[src/rtl/mem_port_arbiter.sv]
// Two-requester (fetch / data) arbiter in front of a single-port memory.
// One outstanding transaction; misaligned accesses and memory timeouts become exception responses.
module mem_port_arbiter #(
    parameter int unsigned TIMEOUT = 16
) (
    input  logic        clk,
    input  logic        reset,
    input  logic        fetch_req_valid,
    input  logic [31:0] fetch_req_addr,
    output logic        fetch_req_ready,
    output logic        fetch_resp_valid,
    output logic [31:0] fetch_resp_data,
    output logic        fetch_resp_exc_valid,
    output logic [3:0]  fetch_resp_exc_code,
    input  logic        data_req_valid,
    input  logic        data_req_write,
    input  logic [31:0] data_req_addr,
    input  logic [31:0] data_req_wdata,
    output logic        data_req_ready,
    output logic        data_resp_valid,
    output logic [31:0] data_resp_rdata,
    output logic        data_resp_exc_valid,
    output logic [3:0]  data_resp_exc_code,
    output logic        mem_req_valid,
    output logic        mem_req_write,
    output logic [31:0] mem_req_addr,
    output logic [31:0] mem_req_wdata,
    input  logic        mem_req_ready,
    input  logic        mem_resp_valid,
    input  logic [31:0] mem_resp_data,
    input  logic        mem_resp_exc_valid,
    input  logic [3:0]  mem_resp_exc_code
);
    localparam int unsigned CNT_W  = 8;
    localparam int unsigned DATA_W = 32;
    localparam int unsigned CODE_W = 4;

    typedef enum logic [1:0] {S_IDLE, S_ISSUE, S_WAIT, S_RESP} state_e;

    state_e              state_q, state_d;
    logic [CNT_W-1:0]    cnt_q, cnt_d;
    logic                last_grant_q, last_grant_d;   // 1 = data granted last
    logic                req_data_q, req_data_d;       // 1 = current owner is data port
    logic                req_write_q, req_write_d;
    logic [DATA_W-1:0]   req_addr_q, req_addr_d;
    logic [DATA_W-1:0]   req_wdata_q, req_wdata_d;
    logic [DATA_W-1:0]   f_data_q, f_data_d, d_data_q, d_data_d;
    logic                f_exc_q, f_exc_d, d_exc_q, d_exc_d;
    logic [CODE_W-1:0]   f_code_q, f_code_d, d_code_q, d_code_d;

    logic                grant_fetch, grant_data;
    logic [DATA_W-1:0]   sel_addr;
    logic                sel_write;
    logic [CNT_W-1:0]    cnt_inc;
    logic                resp_load, resp_is_data, resp_exc;
    logic [DATA_W-1:0]   resp_data;
    logic [CODE_W-1:0]   resp_code;

    // Next-state, request latching and response capture.
    always_comb begin
        state_d      = state_q;
        cnt_d        = cnt_q;
        last_grant_d = last_grant_q;
        req_data_d   = req_data_q;
        req_write_d  = req_write_q;
        req_addr_d   = req_addr_q;
        req_wdata_d  = req_wdata_q;
        f_data_d     = f_data_q;
        f_exc_d      = f_exc_q;
        f_code_d     = f_code_q;
        d_data_d     = d_data_q;
        d_exc_d      = d_exc_q;
        d_code_d     = d_code_q;
        resp_load    = 1'b0;
        resp_is_data = req_data_q;
        resp_exc     = 1'b0;
        resp_data    = '0;
        resp_code    = '0;
        cnt_inc      = cnt_q + CNT_W'(1);
        grant_fetch  = fetch_req_valid && (!data_req_valid || last_grant_q);
        grant_data   = data_req_valid && !grant_fetch;
        sel_addr     = grant_fetch ? fetch_req_addr : data_req_addr;
        sel_write    = grant_data && data_req_write;

        case (state_q)
            S_IDLE: begin
                if (grant_fetch || grant_data) begin
                    req_data_d   = grant_data;
                    last_grant_d = grant_data;
                    req_write_d  = sel_write;
                    req_addr_d   = sel_addr;
                    req_wdata_d  = grant_data ? data_req_wdata : '0;
                    if (sel_addr[1:0] != 2'b00) begin
                        state_d      = S_RESP;
                        resp_load    = 1'b1;
                        resp_is_data = grant_data;
                        resp_exc     = 1'b1;
                        resp_code    = !grant_data ? CODE_W'(0) : (sel_write ? CODE_W'(6) : CODE_W'(4));
                    end else begin
                        state_d = S_ISSUE;
                    end
                end
            end
            S_ISSUE: begin
                if (mem_req_ready) begin
                    state_d = S_WAIT;
                    cnt_d   = '0;
                end
            end
            S_WAIT: begin
                // A response in the timeout cycle still wins.
                if (mem_resp_valid) begin
                    state_d   = S_RESP;
                    cnt_d     = '0;
                    resp_load = 1'b1;
                    resp_data = req_write_q ? '0 : mem_resp_data;
                    resp_exc  = mem_resp_exc_valid;
                    resp_code = mem_resp_exc_code;
                end else if (cnt_inc == CNT_W'(TIMEOUT)) begin
                    state_d   = S_RESP;
                    cnt_d     = '0;
                    resp_load = 1'b1;
                    resp_exc  = 1'b1;
                    resp_code = !req_data_q ? CODE_W'(1) : (req_write_q ? CODE_W'(7) : CODE_W'(5));
                end else begin
                    cnt_d = cnt_inc;
                end
            end
            S_RESP: begin
                state_d = S_IDLE;
            end
            default: begin
                state_d = S_IDLE;
            end
        endcase

        if (resp_load) begin
            if (resp_is_data) begin
                d_data_d = resp_data;
                d_exc_d  = resp_exc;
                d_code_d = resp_code;
            end else begin
                f_data_d = resp_data;
                f_exc_d  = resp_exc;
                f_code_d = resp_code;
            end
        end
    end

    always_ff @(posedge clk) begin
        if (reset) begin
            state_q      <= S_IDLE;
            cnt_q        <= '0;
            last_grant_q <= 1'b1;
            req_data_q   <= 1'b0;
            req_write_q  <= 1'b0;
            req_addr_q   <= '0;
            req_wdata_q  <= '0;
            f_data_q     <= '0;
            f_exc_q      <= 1'b0;
            f_code_q     <= '0;
            d_data_q     <= '0;
            d_exc_q      <= 1'b0;
            d_code_q     <= '0;
        end else begin
            state_q      <= state_d;
            cnt_q        <= cnt_d;
            last_grant_q <= last_grant_d;
            req_data_q   <= req_data_d;
            req_write_q  <= req_write_d;
            req_addr_q   <= req_addr_d;
            req_wdata_q  <= req_wdata_d;
            f_data_q     <= f_data_d;
            f_exc_q      <= f_exc_d;
            f_code_q     <= f_code_d;
            d_data_q     <= d_data_d;
            d_exc_q      <= d_exc_d;
            d_code_q     <= d_code_d;
        end
    end

    // Everything is forced low while reset is held.
    assign fetch_req_ready      = !reset && (state_q == S_IDLE) && grant_fetch;
    assign data_req_ready       = !reset && (state_q == S_IDLE) && grant_data;
    assign fetch_resp_valid     = !reset && (state_q == S_RESP) && !req_data_q;
    assign data_resp_valid      = !reset && (state_q == S_RESP) && req_data_q;
    assign fetch_resp_data      = reset ? '0 : f_data_q;
    assign fetch_resp_exc_valid = !reset && f_exc_q;
    assign fetch_resp_exc_code  = reset ? '0 : f_code_q;
    assign data_resp_rdata      = reset ? '0 : d_data_q;
    assign data_resp_exc_valid  = !reset && d_exc_q;
    assign data_resp_exc_code   = reset ? '0 : d_code_q;
    assign mem_req_valid        = !reset && (state_q == S_ISSUE);
    assign mem_req_write        = mem_req_valid && req_write_q;
    assign mem_req_addr         = mem_req_valid ? req_addr_q : '0;
    assign mem_req_wdata        = mem_req_valid ? req_wdata_q : '0;
endmodule

[config.mk]
export PLATFORM = sky130hd
export DESIGN_NAME = mem_port_arbiter
export DESIGN_NICKNAME = d
export VERILOG_FILES = /design/src/rtl/mem_port_arbiter.sv
export SDC_FILE = /design/constraint.sdc
export NUM_CORES = 1
export LEC_CHECK = 0
export CAP_MARGIN = 25
export CELL_PAD_IN_SITES_DETAIL_PLACEMENT = 1
export CELL_PAD_IN_SITES_GLOBAL_PLACEMENT = 2
export CORE_MARGIN = 2
export CORE_UTILIZATION = 27
export CTS_BUF_LIST = sky130_fd_sc_hd__clkbuf_2 sky130_fd_sc_hd__clkbuf_4 sky130_fd_sc_hd__clkbuf_8
export CTS_CLUSTER_DIAMETER = 60
export DETAILED_ROUTE_END_ITERATION = 16
export PLACE_DENSITY = 0.95
export SLEW_MARGIN = 20
export SYNTH_ARGS = -nofsm -noshare
export SYNTH_HDL_FRONTEND = slang
export SYNTH_SLANG_ARGS = --single-unit
[constraint.sdc]
create_clock -name clk -period 3.77 [get_ports clk]
set_input_delay 0.5655 -clock clk [delete_from_list [all_inputs] [get_ports clk]]
set_output_delay 0.5655 -clock clk [all_outputs]
set_load 0.1 [all_outputs]
==> reports/results.ini <==
[outcome]
status = finished, final reports clean

[yosys]
syn_area_per_cell_um2 = 8.79
synth_top_area_share_pct = 42.8
synthTopCellsByArea = dfxtp_1 43%, mux2i_1 9.6%, nand2b_1 6.1%
synthesis.nets = 948
synth_common_cells = 151 x dfxtp_1, 73 x nand2_1, 70 x inv_1, 69 x nand2b_1, 68 x mux2i_1
synth_cells = 803
synth.distinct_cells = 50
synth_area_mm2 = 0.00706
ys_seq_area_share_pct = 42.8
synthFlopType = dfxtp_1
yosysMostFrequentCell = dfxtp_1
ys_ff_latch = 151
async_flop_share_pct = 0
yosysTopAreaCell = dfxtp_1
synth_edf_count = 0
ys_warn_count = 0

[clock_network]
cts_buffers = 17
htree_levels = 4
cts_tree = done
clk_pin_slew_ns = 0.08
cts_setup_buffers = 0
cts_hold_buffers = 0
root_buffer = clkbuf_8
clock-sinks = 151
clk_latency_ns = 0.45
cts_resized = 0
clockBufferDepth = 2

[route]
dr_wl_met3_um = 983
m1WireLength_um = 10100
drtPass1Iterations = 4
drc = 0
wirelength_um = 23300
via_per_inst = 4.61
ant_nets = 0
vias = 6459
dr.max_layer_used = met5
routed-wl-met2_um = 11500
drt-initial-drc-count = 240
wl_per_cell_um = 16.6

[place]
dp_hpwl_um = 16900
port_buffers = 283
gp_congestion = 0.780
placed_cell_area_mm2 = 0.00985
dpl_worst_slack_ns = 0.556

[timing]
setup_viol = 0
timing.setup.tns_ns = 0
fin_crit_sh_pct = 76.7
min_period_ns = 2.89
timing.final.ws_setup_ns = 0.879
hold_ws_ns = 0.473
max_freq_mhz = 346
report.final.hold_viol_count = 0
final-max-slew-violation-count = 0
tightest_slew_ns = 0.950
relSlewSlack_pct = 36.4
fin_skew_ns = 0.0209
rsz0062_at_grt = no

[grt]
grt_pass1_vias = 6789
gr-total-overflow = 0
grt_max_degree = 72
grt_use_total_pct = 16.6
antenna_found_initial = 1
grt_pass1_wl_um = 36900

[finish]
syn_to_final_growth_pct = 45.1
nets = 1201
diodes = 0
drive_gt1_share_pct = 19.7
postLayoutCellArea_mm2 = 0.0102

[min_path]
min_path_cells = 1
worstHoldPathType = reg2reg

[setup_path]
crit_required_ns = 3.20
crit_arrival_ns = 2.33
worstRegToRegCells = 8
critPathCaptureType = primary output
worstSetupPathType = reg2out
startpoint_type = flop
worstPathMaxFanout = 45

[pwr]
ir_drop_mv = 0.208
p_switching_mw = 2.09
pwr-share-clk_pct = 23.5
power_density_mw_per_mm2 = 515
p_int_mw = 3.19
swShare_pct = 39.6
p_leak_nw = 5.01
pwr-share-comb_pct = 39.9
seqPwrFrac_pct = 36.7

[floorplan]
fp.dieH_um = 166
fp.dieW_um = 166
die_area_mm2 = 0.0275
core_area_mm2 = 0.0258
io_pins = 284
start_util_pct = 27.3
rows = 59

[job]
drv_cap = 0

==> registers in the layout (all words and copies together) (netlist names) <==
name / count
d_data_q: 32
f_data_q: 32
req_addr_q: 32
req_wdata_q: 32
cnt_q: 8
d_code_q: 4
f_code_q: 4
state_q: 2
d_exc_q: 1
f_exc_q: 1
last_grant_q: 1
req_data_q: 1
req_write_q: 1
==> power by group through the flow <==
| stage | combinational [mW] | sequential, mW | clock, mW |
|---|---|---|---|
| after global routing | 2.26 | 1.96 | 1.35 |
| after global placement | 2.06 | 1.96 | 0 |
| after detailed placement | 2.09 | 1.97 | 0 |
| final | 2.10 | 1.93 | 1.24 |
| after floorplan | 1.56 | 1.93 | 0 |
| after CTS | 2.09 | 1.94 | 1.29 |
==> final cells by class <==
cell class,instances,area (um2)
inverters,70,263
flip-flops and latches,151,3020
clock buffers,19,249
multi-input cells,518,3500
repair buffers,298,2670
well taps,335,419
clock inverters,10,124
fillers,3001,15600
==> worst max-delay path: stages, from the launching register on <==
cell and delay [ns]:
dfxtp_1 0.33, inv_1 0.11, ha_1 0.25, nor2b_4 0.43, buf_12 0.25, and2_1 0.19
buf_4 0.30
==> path summary, 6_finish.rpt <==
| path | to | slack, ns | from |
|---|---|---|---|
| max | mem_req_addr[3] | 0.88 | state_q[1] |
| min | req_wdata_q[2] | 0.47 | req_wdata_q[2] |
| min reg2reg | req_wdata_q[2] | 0.47 | req_wdata_q[2] |
| max reg2reg | f_code_q[2] | 0.94 | cnt_q[0] |
==> layer usage <==
| metal | GRT usage (%) | vias up |
|---|---|---|
| li1 | - | 3184 |
| met1 | 19.8 | 3064 |
| met2 | 28.9 | 166 |
| met3 | 3.75 | 43 |
| met4 | 6.96 | 2 |
| met5 | 0 | - |
==> kinds of logic after synthesis <==
logic type	count (synthesis)	synth area share [%]
multiplexers	75	10.8
buffers and inverters	134	8.40
AND/OR/NAND/NOR	334	25.2
AO/OA/AOI/OAI	104	11.9
flip-flops	151	42.8
adder cells (fa/ha/maj)	5	0.886
==> per-stage QoR <==
step	cells	util, %	power (mW)
after floorplan	803	-	3.49
final	1401	39.7	5.28
after global placement	1371	38.1	4.01
after detailed placement	1371	38.1	4.06
after global routing	1401	39.7	5.58
after CTS	1400	39.5	5.32
==> layout by cell type (no fill, tap or decap), types with 3 or more instances in the layout <==
cell               n
a311oi_1          32
inv_6              3
ha_1               5
mux2_1             5
clkbuf_8          17
nor2b_1           13
nor3_1             6
nand2b_1          69
buf_4            154
nand4_1            4
a21oi_1           14
a31oi_1            3
buf_12             5
nand3_1           34
nand2_1           73
a22o_1            34
inv_1             70
and2_1            66
nor2_1            47
dfxtp_1          151
o21ai_0            7
mux2i_1           68
a211oi_1           3
clkdlybuf4s50_1  138
Note: power is estimated with default switching activity, not from simulation.
